==> src/rtl/gshare_predictor.sv <==
// gshare_predictor
// ----------------
// Gshare conditional-branch predictor for the fetch stage. A table of
// saturating counters (PHT) is indexed by the word-aligned PC bits XORed with a
// speculative global history register (GHR). Fetch receives a same-cycle
// prediction plus a checkpoint (index and pre-branch history). Execute hands
// that checkpoint back when the branch resolves. After reset an internal walk
// writes every PHT entry to weakly not-taken, and ready stays low until the
// walk is done.
//
// Parameters:
//   PHT_IDX_BITS  log2 of the number of PHT entries
//   HIST_BITS     GHR length, 1 <= HIST_BITS <= PHT_IDX_BITS
//   CTR_BITS      counter width, >= 2
//
// Ports:
//   clock, reset        single clock, synchronous active-high reset
//   if_valid            fetch lookup this cycle
//   if_pc               PC of the fetched instruction
//   if_is_cond          fetched instruction is a conditional branch
//   if_is_uncond        fetched instruction is BR/BSR
//   pred_taken          combinational prediction
//   pred_idx            PHT index used, travels with the branch
//   pred_ghr            GHR before this branch, travels with the branch
//   ready               high once PHT initialisation has completed
//   ex_valid            a conditional branch resolved this cycle
//   ex_idx, ex_ghr      checkpoint returned from fetch
//   ex_taken            actual outcome
//   ex_mispredict       restore the GHR from the checkpoint (qualified by ex_valid)
module gshare_predictor #(
  parameter int PHT_IDX_BITS = 5,
  parameter int HIST_BITS    = 3,
  parameter int CTR_BITS     = 2
) (
  input  logic                    clock,
  input  logic                    reset,
  input  logic                    if_valid,
  input  logic [31:0]             if_pc,
  input  logic                    if_is_cond,
  input  logic                    if_is_uncond,
  output logic                    pred_taken,
  output logic [PHT_IDX_BITS-1:0] pred_idx,
  output logic [HIST_BITS-1:0]    pred_ghr,
  output logic                    ready,
  input  logic                    ex_valid,
  input  logic [PHT_IDX_BITS-1:0] ex_idx,
  input  logic [HIST_BITS-1:0]    ex_ghr,
  input  logic                    ex_taken,
  input  logic                    ex_mispredict
);

  localparam int PHT_ENTRIES = 1 << PHT_IDX_BITS;

  // Weakly not-taken: every bit set except the MSB.
  localparam logic [CTR_BITS-1:0] CTR_INIT = {1'b0, {(CTR_BITS-1){1'b1}}};
  localparam logic [CTR_BITS-1:0] CTR_MAX  = {CTR_BITS{1'b1}};

  typedef enum logic {
    S_INIT,
    S_READY
  } state_t;

  state_t                  state;
  logic [PHT_IDX_BITS-1:0] init_ptr;
  logic [HIST_BITS-1:0]    ghr;
  logic                    ready_q;
  logic [CTR_BITS-1:0]     pht [PHT_ENTRIES];

  logic [PHT_IDX_BITS-1:0] lookup_idx;
  logic [CTR_BITS-1:0]     ex_ctr;
  logic [CTR_BITS-1:0]     ex_ctr_next;

  // History concatenated with the new outcome. The low HIST_BITS bits are the
  // shifted history. This form also works when HIST_BITS is 1.
  logic [HIST_BITS:0]      spec_shift;
  logic [HIST_BITS:0]      recov_shift;

  // Bits that are deliberately not used: the PC bits outside the index, and the
  // history bits that are shifted out.
  logic                    unused_bits;

  assign lookup_idx  = if_pc[PHT_IDX_BITS+1:2] ^ PHT_IDX_BITS'(ghr);
  assign pred_idx    = lookup_idx;
  assign pred_ghr    = ghr;
  assign ready       = ready_q;
  assign spec_shift  = {ghr, pred_taken};
  assign recov_shift = {ex_ghr, ex_taken};
  assign unused_bits = ^{if_pc[31:PHT_IDX_BITS+2], if_pc[1:0],
                         spec_shift[HIST_BITS], recov_shift[HIST_BITS]};

  // Prediction. Unconditional branches are always taken. A conditional branch
  // uses the MSB of its counter, but only after the table has been initialised.
  always_comb begin
    pred_taken = 1'b0;
    if (if_is_uncond) begin
      pred_taken = 1'b1;
    end else if (if_is_cond && ready_q) begin
      pred_taken = pht[lookup_idx][CTR_BITS-1];
    end
  end

  // Saturating update of the counter selected by the returned checkpoint.
  always_comb begin
    ex_ctr      = pht[ex_idx];
    ex_ctr_next = ex_ctr;
    if (ex_taken) begin
      if (ex_ctr != CTR_MAX) begin
        ex_ctr_next = ex_ctr + CTR_BITS'(1);
      end
    end else if (ex_ctr != '0) begin
      ex_ctr_next = ex_ctr - CTR_BITS'(1);
    end
  end

  // Control FSM and speculative history.
  // In INIT, the walk advances one entry per cycle and the GHR holds at 0.
  // In READY, a mispredict restores the GHR from the checkpoint, and that
  // restore wins over a same-cycle speculative shift from fetch.
  always_ff @(posedge clock) begin
    if (reset) begin
      state    <= S_INIT;
      init_ptr <= '0;
      ghr      <= '0;
      ready_q  <= 1'b0;
    end else begin
      case (state)
        S_INIT: begin
          init_ptr <= init_ptr + PHT_IDX_BITS'(1);
          if (&init_ptr) begin
            state   <= S_READY;
            ready_q <= 1'b1;
          end
        end
        S_READY: begin
          if (ex_valid && ex_mispredict) begin
            ghr <= recov_shift[HIST_BITS-1:0];
          end else if (if_valid && if_is_cond) begin
            ghr <= spec_shift[HIST_BITS-1:0];
          end
        end
        default: begin
          state   <= S_INIT;
          ready_q <= 1'b0;
        end
      endcase
    end
  end

  // PHT storage. The table has no reset of its own, because the init walk
  // rewrites every entry. An ex_* update that arrives in a reset cycle or
  // during the walk is dropped.
  always_ff @(posedge clock) begin
    if (!reset) begin
      if (state == S_INIT) begin
        pht[init_ptr] <= CTR_INIT;
      end else if (ex_valid) begin
        pht[ex_idx] <= ex_ctr_next;
      end
    end
  end

endmodule
==> config.mk <==
export PLATFORM = sky130hd
export DESIGN_NAME = gshare_predictor
export DESIGN_NICKNAME = d
export VERILOG_FILES = /design/src/rtl/gshare_predictor.sv
export SDC_FILE = /design/constraint.sdc
export NUM_CORES = 1
export LEC_CHECK = 0
export BUFFER_PORTS_ARGS = -buffer_cell sky130_fd_sc_hd__buf_4
export CORE_UTILIZATION = 35
export CTS_CLUSTER_SIZE = 14
export DETAILED_ROUTE_END_ITERATION = 6
export REMOVE_ABC_BUFFERS = 1
export SYNTH_ARGS = -nofsm -noshare
export SYNTH_HDL_FRONTEND = slang
export SYNTH_SLANG_ARGS = --single-unit
==> constraint.sdc <==
create_clock -name clock -period 7.6 [get_ports clock]
set_input_delay 1.14 -clock clock [delete_from_list [all_inputs] [get_ports clock]]
set_output_delay 1.14 -clock clock [all_outputs]
set_load 0.05 [all_outputs]
After elaboration in Yosys (flattened, before gate mapping):

Memory sizes are Yosys's and may differ from the RTL's.
Cells that the tools add are included.

* add/sub/neg operators: 3
* equality and inequality tests: 1
* multiplexer cells: 19
* bitwise gates (word level): 2
* reductions and logical operators: 9

Operators with widths (count)
* $mux W1: 12
* $mux W2: 4
* $mux W3: 2
* $reduce_and A6 Y1: 1
* $add A5 B1 Y5 const B: 1
* $mux W5: 1
* $reduce_and A5 Y1: 1
* $xor A5 B3 Y5: 1
* $reduce_bool A2 Y1: 2
* $logic_and A1 B1 Y1: 3
* $add A2 B1 Y2 const B: 1
* $ne A2 B2 Y1 const B: 1
* $reduce_and A2 Y1: 1
* $reduce_or A2 Y1: 1
* $sub A2 B1 Y2 const B: 1
* $not A1 Y1: 1

* register bits: 10
* memory bits (writable): 64
* input bits: 48
* memories: 1

Memories
* pht: words 32, width 2, rd ports 2, clocked after Yosys merged registers in 0, wr ports 1, line 67 `logic [CTR_BITS-1:0] pht [PHT_ENTRIES];`

Longest topological paths before layout:

Gate-level depths: netlist (run 1).

* depth after elaboration: 6
* mapped depth: 8

Worst setup path after synthesis (run 1):

Ideal clock, no wire load.

* path kind: input to output
* start: input port if_pc[3]
* end: output port pred_taken
* data arrival time: 3.305 ns
* required time: 6.460 ns
* setup slack: 3.155 ns
* stages on the path: 5
* path buffers: 0
* path through: xor2_1 > mux4_1 > nand3_1 > nand4_1 > a221o_1

* longest elaborated chain between the ends: 4

Ends and longest elaborated chain
* start: declaration: line 38 `input logic [31:0] if_pc,`
* $xor A5 B3 Y5: line 82 `assign lookup_idx = if_pc[PHT_IDX_BITS+1:2] ^ PHT_IDX_BITS'(ghr);`
* $mem_v2 Z32 W2
* $mux W1: line 97 `end else if (if_is_cond && ready_q) begin`
* $mux W1: line 95 `if (if_is_uncond) begin`
* end: declaration: line 41 `output logic pred_taken,`

Every way passes these cells.

Worst setup path after layout (run 1):

Ends and elaborated chain as after synthesis.

==> results of run 1 <==
[Yosys cell counts (all sizes together), types with 4 or more instances]
library cell	count
a21oi	5
buf	6
clkbuf	5
dfxtp	10
edfxtp	64
mux2	4
mux2i	19
mux4	24
nand2	27
nand3	7
nor2	46
o21ai	5
[area by class of cell]
class | instances | share of cell area [%]
clock buffer | 10 | 3.11
multi-input combinational | 166 | 34.5
inverter | 2 | 0.183
timing repair buffer | 29 | 5.31
clock inverter | 6 | 1.04
tap | 133 | 4.06
sequential | 74 | 51.8
[worst min path at each step]
stage / cells after the start / slack [ns] / from / to
after detailed placement: 2 / 0.52 / ready$_SDFFE_PP0P_ / ready$_SDFFE_PP0P_
after floorplan: 2 / 0.51 / init_ptr[0]$_SDFFE_PP0N_ / init_ptr[0]$_SDFFE_PP0N_
after CTS: 2 / 0.53 / ready$_SDFFE_PP0P_ / ready$_SDFFE_PP0P_
after global placement: 2 / 0.51 / ready$_SDFFE_PP0P_ / ready$_SDFFE_PP0P_
after global routing: 2 / 0.55 / ready$_SDFFE_PP0P_ / ready$_SDFFE_PP0P_
final: 2 / 0.54 / ready$_SDFFE_PP0P_ / ready$_SDFFE_PP0P_
[power breakdown]
group / internal (W) / total, W / switching [W]
clock: 0.000119 / 0.000270 / 0.000151
combinational: 0.0000268 / 0.0000644 / 0.0000376
sequential: 0.000437 / 0.000440 / 0.00000251
total: 0.000583 / 0.000774 / 0.000191
[kinds of logic after synthesis]
kind of cell | count (synthesis) | share of synthesized area [%]
mux | 47 | 22.4
flops | 74 | 59.1
compound gates | 18 | 3.27
fa+ha+maj | 2 | 0.696
xor+xnor | 5 | 1.74
buf+inv | 13 | 1.74
simple gates | 94 | 11.1
[registers in the layout (all words and copies together), names as in the netlist]
name and count:
ready 1, pred_ghr 3, state 1, init_ptr 5, pht 64
[layer usage]
metal	vias to the layer above	wire length, µm	global-route usage (%)
met2	91	3620	25.7
met3	7	477	3.49
li1	1034	-	-
met4	0	102	6.18
met1	1077	3450	20.9
met5	-	0	0
[critical path, stage by stage]
cell and delay [ns]:
buf_4 0.11, xor2_1 0.74, mux4_1 0.46, nand3_1 0.11, nand4_1 0.09, a221o_1 0.35
buf_4 0.20
[metrics by stage]
stage          setup WS, ns  cell area, µm²  power [W]  hold WS, ns
5_1_grt                3.15            4100   0.000805        0.554
2_1_floorplan          3.16            3540   0.000482        0.509
4_1_cts                3.23            4100   0.000782        0.535
3_5_place_dp           3.25            3930   0.000514        0.518
3_3_place_gp           3.25            3930   0.000513        0.514
6_report               3.25            4100   0.000774        0.536
==> impl_metrics.json, run 1 <==
{
  "wl_um": 7650,
  "cts_sinks": 74,
  "r2r_cells": 6,
  "start_util_pct": 36.4,
  "cellLeakagePower_nw": 1.57,
  "yosysWarnings": 0,
  "ant_nets": 0,
  "reg2reg_slack_ns": 4.81,
  "drt-vias-per-instance": 5.26,
  "fin_setup_tns_ns": 0,
  "grt_usage_pct": 15.9,
  "antenna_found_initial": 0,
  "synth_area_mm2": 0.00359,
  "setup_violations": 0,
  "clock-root-buffer": "clkbuf_8",
  "cts_made_buffers": 9,
  "drive_gt1_share_pct": 23.3,
  "period_share_pct": 57.2,
  "multi_input_area_mm2": 0.00142,
  "clock_skew_ns": 0.00528,
  "start_kind": "primary input",
  "fillers": 914,
  "vias": 2209,
  "clock_latency_ns": 0.35,
  "dpl.cell_count": 404,
  "relSlewSlack_pct": 16.7,
  "fmax_ghz": 0.230,
  "ys_seq_area_share_pct": 59.1,
  "synth-seq-cells": 74,
  "drt_iter0_drc": 126,
  "ios": 58,
  "grt_pass1_wl_um": 11900,
  "cts_resized": 0,
  "gp_congestion": 0.781,
  "avgSynthCellArea_um2": 14.2,
  "tightest_slew_ns": 1.25,
  "dieHeight_um": 103,
  "core_area_mm2": 0.00986,
  "setup.worst_path.class": "in -> out",
  "area_delta_synth_final_pct": 14.1,
  "hold_buffers": 0,
  "htreeDepth": 3,
  "yosys.area.top_type": "edfxtp_1",
  "timing.rr.start": "pht[31][0]$_DFFE_PP_",
  "port_buffers": 29,
  "syn_inst": 253,
  "report.final.slew_viol_count": 0,
  "synthFlopType": "edfxtp_1",
  "seq_area_mm2": 0.00212,
  "drc": 0,
  "cts.reportedPaths.clkPinSlew_ns": 0.08,
  "synth-async-reset-ratio_pct": 0,
  "worstPathRequired_ns": 6.46,
  "status": "finished, final reports clean",
  "core.rowCount": 36,
  "hpwl_um": 5230,
  "clockBufferDepth": 2,
  "instances_no_fill": 420,
  "cts_tree": "yes",
  "synthTopCellsByArea": "edfxtp_1 53%, mux4_2 10%, mux4_1 5.8%",
  "grt_max_degree": 33,
  "die_area_mm2": 0.0107,
  "die_w_um": 103,
  "hold_path.class": "reg -> reg",
  "layout_common_cells": "64 x edfxtp_1, 46 x nor2_1, 29 x buf_4, 27 x nand2_1, 19 x mux2i_1",
  "routedWlPerCell_um": 18.2,
  "synth_edf_count": 64,
  "cp_data_arrival_time_ns": 3.21,
  "critPathMaxFanout": 9,
  "antennaDiodeCount": 0,
  "rr_endpoint": "pht[23][0]$_DFFE_PP_",
  "final_nets": 332,
  "hold_violations": 0,
  "yosys.cell_types.count": 33,
  "cts_setup_buffers": 0,
  "min_period_ns": 4.35,
  "startpoint": "if_pc[3]",
  "drv_cap": 0,
  "peakVddDrop_mv": 0.0741,
  "synth_top_area_share_pct": 53.5,
  "layout_commonest_cell": "edfxtp_1",
  "grt_pass1_vias": 2197,
  "worst_setup_path_end_kind": "output port",
  "final_util_pct": 41.6,
  "rsz0062_at_grt": "no",
  "first_pass_iters": 4,
  "grt-ovfl-total": 0,
  "endpoint": "pred_taken",
  "power_density_mw_per_mm2": 189
}
No activity file was read; power rests on OpenSTA's default activity.
==> run 2, diff against run 1 <==
==> constraint.sdc (replaced) <==
create_clock -name clock -period 4.1 [get_ports clock]
set_input_delay 0.615 -clock clock [delete_from_list [all_inputs] [get_ports clock]]
set_output_delay 0.615 -clock clock [all_outputs]
set_load 0.05 [all_outputs]
==> run 2 against run 1 <==
Against the previous run: final cell count grew 0.71%; critical path type is now reg -> out; critical path depth shrank 1; register-to-register slack worse by 3.4 ns; largest power group unchanged; first-iteration DRC count down 25%; clock power grew 83%; highest routed layer unchanged; via count decreased by 1.9%.
==> impl_metrics.json, run 2 (synthesis gave the netlist of run 1 again) <==
{
  "largest_reg_flops": 64,
  "die_area_mm2": 0.0107,
  "gp_congestion": 0.773,
  "setup_violations": 0,
  "start_kind": "flop",
  "worst_setup_path_end_kind": "output port",
  "wl_um": 7630,
  "cts_tree": "yes",
  "clock-root-buffer": "clkbuf_8",
  "cts_resized": 0,
  "drv_cap": 0,
  "hold_path.class": "reg -> reg",
  "switching_share_pct": 24.6,
  "worstPathRequired_ns": 3.48,
  "first_pass_iters": 4,
  "grt_max_degree": 33,
  "dieHeight_um": 103,
  "place_area_mm2": 0.00395,
  "cts_sinks": 74,
  "grt_pass1_wl_um": 12100,
  "clock_latency_ns": 0.35,
  "peakVddDrop_mv": 0.177,
  "critPathMaxFanout": 9,
  "layout_commonest_cell": "edfxtp_1",
  "vias": 2166,
  "tightest_slew_ns": 1.24,
  "drt_iter0_drc": 95,
  "drive_gt1_share_pct": 23.8,
  "antennaDiodeCount": 0,
  "setup.worst_path.class": "reg -> out",
  "relSlewSlack_pct": 17.2,
  "htreeDepth": 3,
  "rsz0062_at_grt": "no",
  "antenna_found_initial": 0,
  "max_flop_register": "pht",
  "grt-ovfl-total": 0,
  "status": "finished, final reports clean",
  "final_nets": 335,
  "cellLeakagePower_nw": 1.58,
  "clockBufferDepth": 2,
  "cp_data_arrival_time_ns": 2.64,
  "reg2reg_slack_ns": 1.43,
  "p_clk_share_pct": 34.7,
  "core.rowCount": 36,
  "die_w_um": 103,
  "min_period_ns": 3.26,
  "cts.reportedPaths.clkPinSlew_ns": 0.08,
  "report.final.slew_viol_count": 0,
  "grt_usage_pct": 15.8,
  "fillers": 906,
  "cts_made_buffers": 9,
  "grt_pass1_vias": 2234,
  "final_cell_area_mm2": 0.00412,
  "port_buffers": 29,
  "p_int_w": 0.00108,
  "instances_no_fill": 423,
  "core_area_mm2": 0.00986,
  "period_share_pct": 79.5,
  "drt-vias-per-instance": 5.12,
  "ios": 58,
  "p_sw_w": 0.000351,
  "hold_buffers": 0,
  "ant_nets": 0,
  "fin_setup_tns_ns": 0,
  "start_util_pct": 36.4,
  "clock_skew_ns": 0.00741,
  "area_delta_synth_final_pct": 14.7,
  "p_comb_share_pct": 8.3,
  "fmax_ghz": 0.307,
  "layout_common_cells": "64 x edfxtp_1, 46 x nor2_1, 32 x buf_4, 27 x nand2_1, 19 x mux2i_1",
  "cts_setup_buffers": 0,
  "power_density_mw_per_mm2": 347,
  "routedWlPerCell_um": 18.0,
  "drc": 0,
  "dpl.cell_count": 407,
  "seqPwrFrac_pct": 57.0,
  "hpwl_um": 5410,
  "hold_violations": 0
}
[run 2: cell types whose count changed in the layout (fill, tap and decap cells not counted)]
cell | before | now
buf_4 | 29 | 32
clkinv_1 | 0 | 2
clkbuf_1 | 1 | 0
clkinv_2 | 2 | 1
[run 2: worst max-delay path: stages, from the launching register on]
cell     delay, ns
dfxtp_1       0.47
xor2_4        0.41
mux4_1        0.65
nand3_1       0.11
nand4_1       0.10
a221o_1       0.35
buf_4         0.20
[run 2: final cells by class]
cell class                 instances  area [µm²]  area share (%)
clock inverter                     7        45.0            1.09
tap                              133         166            4.04
timing repair buffer              32         240            5.83
inverter                           2        7.51           0.182
clock buffer                       9         124            3.01
multi-input combinational        166        1420            34.4
sequential                        74        2120            51.5
[run 2: per-layer routing]
| metal | track usage (%) | vias to the layer above | wire (µm) |
|---|---|---|---|
| met3 | 3.36 | 10 | 283 |
| li1 | - | 1035 | - |
| met1 | 19.9 | 1076 | 3630 |
| met2 | 27.3 | 45 | 3590 |
| met4 | 5.09 | 0 | 124 |
| met5 | 0 | - | 0 |
[run 2: worst paths after layout]
kind                                               start                   to  cells past startpoint
worst min-delay path                  ready$_SDFFE_PP0P_   ready$_SDFFE_PP0P_                      2
worst max-delay path            pred_ghr[0]$_SDFFE_PP0P_           pred_taken                      6
worst max register to register          state$_SDFF_PP0_  pht[5][1]$_DFFE_PP_                      2
worst min register to register        ready$_SDFFE_PP0P_   ready$_SDFFE_PP0P_                      2
[run 2: stage by stage]
step / util (%) / hold slack (ns) / total power, W / setup slack (ns)
after global routing: 41.8 / 0.551 / 0.00149 / 0.727
after CTS: 41.8 / 0.536 / 0.00143 / 0.813
after floorplan: - / 0.509 / 0.000894 / 0.591
after global placement: 40.1 / 0.511 / 0.000952 / 0.921
after detailed placement: 40.1 / 0.519 / 0.000952 / 0.844
final: 41.8 / 0.537 / 0.00143 / 0.842
[run 2: power by group through the flow]
stage	sequential [W]	combinational (W)	clock [W]
final	0.000815	0.000119	0.000495
after global routing	0.000816	0.000129	0.000541
after CTS	0.000815	0.000120	0.000499
after detailed placement	0.000833	0.000120	0
after global placement	0.000832	0.000119	0
after floorplan	0.000831	0.0000632	0
==> run 3, diff against run 2 <==
==> constraint.sdc (replaced) <==
create_clock -name clock -period 2.8 [get_ports clock]
set_input_delay 0.42 -clock clock [delete_from_list [all_inputs] [get_ports clock]]
set_output_delay 0.42 -clock clock [all_outputs]
set_load 0.05 [all_outputs]
==> run 3 against run 2 <==
Against the previous run: the run now ends with setup timing left; die area unchanged; sequential power up 46%; clock power up 82%; first-iteration DRC count up 22%; worst hold slack worse by 0.19 ns; sequential cell count unchanged; utilization up 1.5 points; non-clock buffer count up 8; register-to-register slack worse by 0.97 ns; critical path depth up 1; power up 60%; sequential share of layout area down 1.6 points; critical path type unchanged; largest power group unchanged; highest routed layer unchanged.
==> impl_metrics.json, run 3 (synthesis gave the netlist of run 1 again) <==
{
  "die_area_mm2": 0.0107,
  "grt_usage_pct": 16.0,
  "dieHeight_um": 103,
  "cp_cell_sequence": "xor2_4 -> buf_12 -> mux4_2 -> nand3_2 -> nand4_1 -> a221o_1 -> buf_6",
  "cts_made_buffers": 9,
  "tightest_slew_ns": 0.432,
  "first_pass_iters": 4,
  "drt_iter0_drc": 116,
  "status": "finished with violations",
  "rsz0062_at_grt": "yes",
  "startpoint": "pred_ghr[0]$_SDFFE_PP0P_",
  "fmax_ghz": 0.356,
  "hpwl_um": 5400,
  "vias": 2249,
  "wl_um": 7910,
  "final_nets": 343,
  "grt_max_degree": 33,
  "grt_pass1_wl_um": 12200,
  "worst_slack_ns": -0.00551,
  "peakVddDrop_mv": 0.209,
  "holdWs_ns": 0.343,
  "gp_congestion": 0.762,
  "cp_data_arrival_time_ns": 2.39,
  "start_util_pct": 36.4,
  "largest_reg_flops": 64,
  "cts.reportedPaths.clkPinSlew_ns": 0.08,
  "power_density_mw_per_mm2": 535,
  "rr_endpoint": "pred_ghr[0]$_SDFFE_PP0P_",
  "critPathBufInv": 2,
  "fin_setup_tns_ns": -0.00551,
  "antennaDiodeCount": 0,
  "critPathMaxFanout": 5,
  "worstPathRequired_ns": 2.38,
  "routedWlPerCell_um": 18.3,
  "grt-ovfl-total": 0,
  "min_period_ns": 2.81,
  "min_to": "ready$_SDFFE_PP0P_",
  "max_flop_register": "pht",
  "core.rowCount": 36,
  "clock_skew_ns": 0.00932,
  "p_sw_w": 0.000508,
  "hold_violations": 0,
  "area_delta_synth_final_pct": 18.7,
  "drive_gt1_share_pct": 30.2,
  "global_route.usage.met2_pct": 25.8,
  "cpLargestDelayFamily": "multiplexers",
  "htreeDepth": 3,
  "relSlewSlack_pct": 70.4,
  "worst_setup_path_end_kind": "output port",
  "timing.rr.start": "pred_ghr[0]$_SDFFE_PP0P_",
  "clock_latency_ns": 0.35,
  "hold_path.class": "in -> reg",
  "p_clk_share_pct": 39.4,
  "drc": 0,
  "clockBufferDepth": 2,
  "drv_cap": 0,
  "ios": 58,
  "switching_share_pct": 22.3,
  "setup_violations": 1,
  "post-place-ws_ns": 0.0680,
  "seqPwrFrac_pct": 52.3,
  "p_comb_share_pct": 8.3,
  "layout_common_cells": "64 x edfxtp_1, 46 x nor2_1, 36 x buf_4, 27 x nand2_1, 24 x mux4_2",
  "cellLeakagePower_nw": 1.61,
  "final_cell_area_mm2": 0.00427,
  "grt_pass1_vias": 2321,
  "clock-root-buffer": "clkbuf_8",
  "violations": "setup timing",
  "slowest_stage": "mux4_2",
  "place_area_mm2": 0.00401,
  "holdPathStages": 2,
  "reg2reg_slack_ns": 0.46,
  "finalPower_w": 0.00228,
  "start_kind": "flop",
  "period_share_pct": 100,
  "critPathMaxStageDelay_ns": 0.56,
  "ant_nets": 0,
  "top_usage_layer": "met2",
  "cts_sinks": 74,
  "grt.met3_usage_pct": 3.56,
  "port_buffers": 29,
  "cts_tree": "yes",
  "report.final.slew_viol_count": 0,
  "p_int_w": 0.00177,
  "setup.worst_path.class": "reg -> out",
  "die_w_um": 103,
  "drt-vias-per-instance": 5.22,
  "holdCritStartpoint": "reset",
  "met1_usage_pct": 20.1,
  "core_area_mm2": 0.00986,
  "antenna_found_initial": 0,
  "r2r_cells": 8,
  "layout_commonest_cell": "edfxtp_1"
}
run 3: worst max-delay path by stage:
stage	end	depth (start not counted)
after global placement	pht[12][1]$_DFFE_PP_	8
after detailed placement	pht[29][1]$_DFFE_PP_	8
after CTS	pred_taken	7
after global routing	pred_taken	7
after floorplan	pred_taken	5
final	pred_taken	7
run 3: through the flow:
step	utilization (%)	cells
after floorplan	-	242
after global placement	40.6	411
after detailed placement	40.6	411
after CTS	42.7	427
after global routing	43.2	431
final	43.2	431
run 3: per-layer routing:
| layer | up-vias | share of wire [%] |
|---|---|---|
| met3 | 13 | 6.2 |
| met5 | - | 0 |
| met2 | 77 | 47 |
| met4 | 0 | 2.6 |
| met1 | 1116 | 44 |
| li1 | 1043 | - |
run 3: area by class of cell:
cell class	count	area [µm²]
Sequential cell	74	2130
Fill cell	901	5600
Timing Repair Buffer	40	347
Clock inverter	6	90.1
Tap cell	133	166
Inverter	2	7.51
Multi-Input combinational cell	166	1400
Clock buffer	10	128
run 3: power groups by stage:
stage | Combinational (W) | Clock, W | Sequential (W)
6_report | 0.000189 | 0.000900 | 0.00119
5_1_grt | 0.000204 | 0.000964 | 0.00119
4_1_cts | 0.000182 | 0.000925 | 0.00119
3_5_place_dp | 0.000179 | 0 | 0.00122
3_3_place_gp | 0.000179 | 0 | 0.00122
2_1_floorplan | 0.0000925 | 0 | 0.00122
run 3: timing repair:
item                                    in CTS  in global routing
hold buffers                                 0                  0
pin swaps                                    0                  6
gates cloned                                 0                  1
endpoints found under the setup margin       1                  1
buffers inserted                             0                  3
gates resized for setup                      8                  6
endpoints found under the hold margin        0                  0
